**config.mk**
```make
export PLATFORM = sky130hd
export DESIGN_NAME = rst_seq_gen
export DESIGN_NICKNAME = d
export VERILOG_FILES = /design/src/rtl/rst_seq_gen.sv
export SDC_FILE = /design/constraint.sdc
export NUM_CORES = 1
export LEC_CHECK = 0
export CORE_MARGIN = 4
export CORE_UTILIZATION = 58
export CTS_BUF_LIST = sky130_fd_sc_hd__clkbuf_8
export CTS_CLUSTER_DIAMETER = 50
export DETAILED_ROUTE_END_ITERATION = 8
export HOLD_SLACK_MARGIN = 0.03
export PLACE_DENSITY = 0.79
export RECOVER_POWER = 25
export SLEW_MARGIN = 20
export SYNTH_ARGS = -nofsm -noshare
export SYNTH_HDL_FRONTEND = slang
export SYNTH_SLANG_ARGS = --single-unit
```
**constraint.sdc**
```tcl
create_clock -name clk -period 2.4 [get_ports clk]
set_input_delay 0.48 -clock clk [delete_from_list [all_inputs] [get_ports clk]]
set_output_delay 0.48 -clock clk [all_outputs]
set_load 0.05 [all_outputs]
```
**src/rtl/rst_seq_gen.sv**
```systemverilog
// Reset sequencer: synchronizes the board reset, then releases a vector
// of active-low clears in a staggered order; also runs soft-reset sequences.
module rst_seq_gen #(
   parameter int SYNC_STAGES = 2,
   parameter int HOLD_CYCLES = 16,
   parameter int STAGE_GAP   = 4,
   parameter int NUM_OUT     = 3
) (
   input  logic               clk,
   input  logic               clrn,
   input  logic               soft_req,
   output logic               soft_ack,
   output logic [NUM_OUT-1:0] clrn_out,
   output logic               busy,
   output logic               all_released
);

   localparam int MAXC = (HOLD_CYCLES > STAGE_GAP) ? HOLD_CYCLES : STAGE_GAP;
   localparam int CW   = $clog2(MAXC) + 1;
   localparam int IW   = $clog2(NUM_OUT) + 1;

   typedef enum logic [2:0] {
      SYNC,
      HOLD,
      RELEASE,
      RUN,
      ACK
   } state_t;

   logic [SYNC_STAGES-1:0] sync_q;
   state_t                 state_q, state_d;
   logic [CW-1:0]          cnt_q, cnt_d;
   logic [IW-1:0]          idx_q, idx_d;
   logic [NUM_OUT-1:0]     out_q, out_d;
   logic                   soft_q, soft_d;
   logic                   done;
   logic                   synced;

   assign synced = sync_q[SYNC_STAGES-1];

   always_ff @(posedge clk or negedge clrn) begin
      if (!clrn) begin
         sync_q <= '0;
      end else begin
         sync_q <= {sync_q[SYNC_STAGES-2:0], 1'b1};
      end
   end

   always_ff @(posedge clk or negedge clrn) begin
      if (!clrn) begin
         state_q <= SYNC;
         cnt_q   <= '0;
         idx_q   <= '0;
         out_q   <= '0;
         soft_q  <= 1'b0;
      end else begin
         state_q <= state_d;
         cnt_q   <= cnt_d;
         idx_q   <= idx_d;
         out_q   <= out_d;
         soft_q  <= soft_d;
      end
   end

   always_comb begin
      state_d = state_q;
      cnt_d   = cnt_q;
      idx_d   = idx_q;
      out_d   = out_q;
      soft_d  = soft_q;
      done    = 1'b0;
      unique case (state_q)
         SYNC: begin
            if (synced) begin
               state_d = HOLD;
               cnt_d   = '0;
            end
         end
         HOLD: begin
            if (cnt_q == CW'(HOLD_CYCLES - 1)) begin
               out_d[0] = 1'b1;
               cnt_d    = '0;
               if (NUM_OUT == 1) begin
                  done = 1'b1;
               end else begin
                  state_d = RELEASE;
                  idx_d   = IW'(1);
               end
            end else begin
               cnt_d = cnt_q + CW'(1);
            end
         end
         RELEASE: begin
            if (cnt_q == CW'(STAGE_GAP - 1)) begin
               out_d = out_q | (NUM_OUT'(1) << idx_q);
               cnt_d = '0;
               if (idx_q == IW'(NUM_OUT - 1)) begin
                  done = 1'b1;
               end else begin
                  idx_d = idx_q + IW'(1);
               end
            end else begin
               cnt_d = cnt_q + CW'(1);
            end
         end
         RUN: begin
            if (soft_req) begin
               out_d   = '0;
               state_d = HOLD;
               cnt_d   = '0;
               idx_d   = '0;
               soft_d  = 1'b1;
            end
         end
         ACK: begin
            if (!soft_req) begin
               state_d = RUN;
               soft_d  = 1'b0;
            end
         end
         default: begin
            state_d = SYNC;
         end
      endcase
      // the last release edge also decides where the handshake goes
      if (done) begin
         state_d = soft_q ? ACK : RUN;
      end
   end

   assign clrn_out     = out_q;
   assign soft_ack     = (state_q == ACK);
   assign all_released = (state_q == RUN) || (state_q == ACK);
   assign busy         = !all_released;

endmodule

```
### After elaboration in Yosys (flattened, before gate mapping)

Index checks and enable logic that the tools add are counted.

* register bits: 17
* input port bits: 3
* logic and storage cells: 69

* add/sub/neg operators: 2
* equality and inequality tests: 18
* shift-type cells: 1
* mux-type cells: 27
* bitwise logic cells: 1
* reductions and logical operators: 13

Operators with widths (count)
* 3-bit two-way mux: 11
* 5-bit two-way mux: 4
* 5-bit one-hot mux with 4 select lines: 1
* 3-bit one-hot mux with 5 select lines: 1
* 2-bit inequality test, second input constant: 7
* 5-bit AND reduction: 2
* 3-bit by 2-bit == test with 1-bit output, second input constant: 3
* 3-bit inequality test, second input constant: 3
* 3-bit one-hot mux with 3 select lines: 1
* 3-bit AND reduction: 3
* 1-bit two-way mux: 6
* 5-bit by 1-bit adder with 5-bit output, second input constant: 1
* 5-bit by 2-bit == test with 1-bit output, second input constant: 1
* 5-bit by 4-bit == test with 1-bit output, second input constant: 1
* 2-bit one-hot mux with 2 select lines: 1
* 4-bit AND reduction: 1
* 2-bit nonzero test: 2
* 4-bit nonzero test: 1
* 3-bit by 1-bit adder with 3-bit output, second input constant: 1
* 3-bit by 1-bit == test with 1-bit output, second input constant: 1
* 3-bit == test, second input constant: 1
* 3-bit logical NOT: 1
* 3-bit by 2-bit inequality test with 1-bit output, second input constant: 1
* 3-bit OR: 1
* 6 further kinds: 6

### Longest topological paths before layout

* word-level depth: 6
* gate-level depth with buffers: 8
* depth with buffers taken out: 8

### Worst setup path after synthesis

No wires, ideal clock.

* kind: reg-to-output
* from: register state_q[1]
* to: output all_released
* data arrival time: 2224 ps
* required time: 1920 ps
* path slack: -304 ps
* stages on the path, launching flop included: 7
* path through: dfrtp_1 > buf_2 > nor2_1 > nand2_1 > inv_1 > a21oi_1 > inv_1

* word-level cells in the longest chain between the ends: 2
* elaborated cells between the ends (all ways): 3
* those cells by class: eq/ne: 2; reduce/logical: 1

Ends and longest elaborated chain
* start: declaration: RTL line 31 `state_t state_q, state_d;`
* start signal: assignment: RTL line 57 `state_q <= state_d;`
* 3-bit == test
* named net soft_ack: RTL line 12 `output logic soft_ack,`
* 1-bit logical OR: RTL line 133 `assign all_released = (state_q == RUN) || (state_q == ACK);`
* end: declaration: RTL line 15 `output logic all_released`

The timed path passes the listed nets, and every way through them passes these cells.

### Worst setup path after layout

* from: register state_q[1]
* to: output all_released

* word-level cells in the longest chain between the ends: 2
* elaborated cells between the ends (all ways): 3
* those cells by class: eq/ne: 2; reduce/logical: 1

Ends and longest elaborated chain (RTL line)
* 3-bit by 2-bit == test with 1-bit output / 3-bit == test (equally long branches): 133
* 1-bit logical OR (*): 133

Every way passes the cells marked *; elsewhere a longest branch is shown, timed or not.

==> results.txt <==
- Cells fill 72.4% of the core in the end.
- The via count of the first global-routing pass is 752.
- Worst hold path type: reg -> reg
* Die area: 2430 um^2
* Setup repair after global routing missed its margin: false
* Total half-perimeter wirelength after legalization and detailed placement: 1.38 mm
* Longest Clk Path Bufs: 2
* Overall die height: 49.3 um
- Clk network pwr share: 17.7%
* Clock tree skew after final layout: 0.00226 ns
- Maximum number of pins on one net before global-route repair: 18
* Number of warning messages in the yosys log: 0
* H-tree depth reported by CTS: 1
* Post-CTS resize count: 0
- Number of detailed-route iterations in the first pass: 4
* Final Hold Vio Count: 0
* Relative contribution of sequential cells to total power: 38.1%
* Worst hold margin: 0.368 ns
* Residual DRC count: 0
* Master of the slowest instance on the critical path: sky130_fd_sc_hd__dfrtp_1
- Area of the core region: 1560 um^2
* Count of buffers from port buffering: 8
* Vias per cell: 5.88
- For flop-to-flop paths, the worst setup slack is 0.43 ns.
* Length in cells of the worst reg-to-reg path: 5
* Clock-pin slew of the registers on the worst-case setup and hold paths: 0.07 ns
- Highest attainable clock frequency: 0.506 GHz
- Post-synth EDFFs: 0
- Counting the buffers created by CTS gives 3.
* Wire length of the first global-routing pass: 3.37 mm
* Power share of the combinational group: 44.3%
* Reg-to-reg endpoint: state_q[1]
- Internal power contribution: 0.707 mW
- After the first detailed-routing iteration, the DRC count stood at 37.
* Maximum cell stage delay along the critical path: 0.38 ns
- Dividing the synthesized area by the synthesized cell count gives 9.32 um^2.
* Fraction of layout cells with a size suffix above 1: 12.8%
- Post-Route Setup TNS: 0 ns
- Leak Pwr: 0.544 nW
- Number of antenna violations at the first check in global routing: 0
* Synthesis-stage register bit count: 17
- Maximum fanout along the worst path: 11
* Number of buffer and inverter instances along the worst setup path: 4
- Of all flip-flops after synthesis, the portion carrying an async set or reset was 100%.
* GRT Resource Usage Total: 17.9%
- Setup violations remaining at the end of the flow were counted as 0.
- STA puts the critical path data required time at 1.92 ns.
- Dividing the detail-routed wire length by the instance count gives 13.5 um.
* Run status: finished, final reports clean
* Worst IR drop on VDD: 0.846 mV
- The worst setup path is captured at an output port.
- Post-synth net total: 116
- Total via count in the routed design: 782
* Worst hold start: sync_q[0]
- For the worst setup path, the data arrival time is 1.50 ns.
- The netlist uses 38 different library cells.
* Net count reported at finish: 128
- Ports: 9
- Post-layout power: 1.21 mW
- CTS tree: done
- Summed over all nets, the switching power comes to 0.504 mW.
* Cell Chain, Critical Path: buf_4 -> nor2_1 -> nand2_1 -> inv_1 -> a21oi_2 -> inv_1 -> buf_4
- In this run, post-CTS hold repair placed 0 buffers.
* CTS root buf: sky130_fd_sc_hd__clkbuf_8
- Number of buffers added for setup after CTS: 0
- The final max-slew violation count is 0.
* PD cells: 1070 nW/um^2
* Sequential-to-total area share from yosys stat: 43.0%
- Initial cell density of the core: 63.4%
- Headroom to the max-slew limit came out at 48.4%.
- Placement row count: 14
- Synthesized instance count: 106
- The kind of cell with the highest combined delay along the critical path is buffers and inverters.
- Share of the clock period used by the worst path after layout: 82.3%
* Transition at the pin with the smallest max-transition slack: 0.772 ns
- The repair_antennas step left the layout with diodes totalling 0.
- Along the worst hold path, the cell count comes to 0.
- Final weighted congestion in routability-driven placement: 0.833
- The clock drives 17 sinks.
- For this run the aggregate overflow at the end of global routing stands at 0.
- Most used DFF post-synth: sky130_fd_sc_hd__dfrtp_1
- Layout overhead on the synthesized area: 14.2%
- Critical path type: reg -> out
- Max-Cap Viols: 0
- Once routing completed, OpenROAD measured the worst setup slack at 0.424 ns.
- Summing every instance area after synthesis gives 988 um^2.
* Horizontal die dimension: 49.3 um
* Worst-Skew Late Latency: 0.25 ns
- At the placement stage, the worst setup path has a slack of 0.357 ns.
- Critical path startpoint category: flop
* Final wirelength: 1.79 mm
* Worst R2R Start: cnt_q[0]
- The worst path in the final design needs a cycle of 1.98 ns, including I/O delays and setup.
- Post-route ant nets: 0
- Endpoint of the worst hold path: sync_q[1]
- Switching share of total power: 41.6%
synthesized netlist by cell type, types with 2 or more instances:
cell | instances | share of area (%)
sky130_fd_sc_hd__ha_1 | 7 | 8.9
sky130_fd_sc_hd__nor3_1 | 3 | 1.5
sky130_fd_sc_hd__nand2_1 | 7 | 2.7
sky130_fd_sc_hd__dfrtp_1 | 17 | 43
sky130_fd_sc_hd__a31oi_1 | 3 | 1.9
sky130_fd_sc_hd__nand3_1 | 3 | 1.5
sky130_fd_sc_hd__inv_1 | 16 | 6.1
sky130_fd_sc_hd__buf_2 | 2 | 1.0
sky130_fd_sc_hd__nor2_1 | 7 | 2.7
sky130_fd_sc_hd__o22ai_1 | 2 | 1.3
sky130_fd_sc_hd__a21oi_1 | 3 | 1.5
sky130_fd_sc_hd__o21ai_0 | 6 | 3.0
sky130_fd_sc_hd__o211ai_1 | 2 | 1.5
sky130_fd_sc_hd__nand2b_1 | 4 | 2.5
metal layers:
metal	vias up	routed length, um	track usage (%)
li1	386	-	-
met1	372	840	24.6
met2	20	824	27.2
met3	4	98	3.67
met4	0	28	7.11
met5	-	0	0
worst max path at each step:
stage,startpoint,end,slack [ns],cells past startpoint
floorplan,state_q[1],all_released,0.10,6
global placement,soft_req,cnt_q[2],0.46,6
detailed placement,soft_req,cnt_q[2],0.36,6
CTS,state_q[1],all_released,0.43,7
global route,state_q[1],all_released,0.30,7
finish,state_q[1],all_released,0.42,7
registers in the layout, summed over array words and instances (netlist names):
name,count
clrn_out,3
sync_q,2
cnt_q,5
idx_q,3
soft_q,1
state_q,3
worst register-to-register path, delay by kind of cell (launching register included):
family	cells	cell delay, ns
AND/OR/NAND/NOR	2	0.87
AO/OA/AOI/OAI	2	0.37
flip-flops	1	0.40
adder cells (fa/ha/maj)	1	0.23
power groups by stage:
stage                     sequential, mW  combinational (mW)  clock (mW)
after floorplan                    0.533               0.327           0
after global placement             0.463               0.521           0
after detailed placement           0.468               0.538           0
after CTS                          0.462               0.540       0.217
after global routing               0.480               0.599       0.228
final                              0.461               0.536       0.214
cells in the final DEF, fill, tap and decap left out, types with 2 or more instances in the layout:
cell | Yosys | layout
sky130_fd_sc_hd__a21oi_1 | 3 | 2
sky130_fd_sc_hd__a31oi_1 | 3 | 3
sky130_fd_sc_hd__buf_4 | 0 | 6
sky130_fd_sc_hd__clkbuf_8 | 0 | 3
sky130_fd_sc_hd__clkdlybuf4s50_1 | 0 | 4
sky130_fd_sc_hd__dfrtp_1 | 17 | 17
sky130_fd_sc_hd__ha_1 | 7 | 7
sky130_fd_sc_hd__inv_1 | 16 | 16
sky130_fd_sc_hd__nand2_1 | 7 | 7
sky130_fd_sc_hd__nand2b_1 | 4 | 4
sky130_fd_sc_hd__nand3_1 | 3 | 3
sky130_fd_sc_hd__nor2_1 | 7 | 7
sky130_fd_sc_hd__nor3_1 | 3 | 3
sky130_fd_sc_hd__o211ai_1 | 2 | 2
sky130_fd_sc_hd__o21ai_0 | 6 | 6
sky130_fd_sc_hd__o22ai_1 | 2 | 2
layout make-up:
cell class | count | area, um^2
repair buffers | 11 | 95.1
well taps | 16 | 20.0
clock inverters | 1 | 5.00
multi-input cells | 69 | 482
clock buffers | 3 | 41.3
inverters | 16 | 60.1
fillers | 113 | 430
flip-flops and latches | 17 | 425
logic make-up after synthesis:
logic type,share of synthesized area (%)
simple gates,18.4
compound gates,19.7
buf+inv,8.61
flops,43.0
fa+ha+maj,8.86
mux,1.01
other cells,0.379
stage by stage:
step / instance area (um^2) / instances
2_1_floorplan: 992 / 106
3_3_place_gp: 1080 / 129
3_5_place_dp: 1080 / 129
4_1_cts: 1130 / 133
5_1_grt: 1130 / 133
6_report: 1130 / 133
Power figures use the tool's default switching activity.
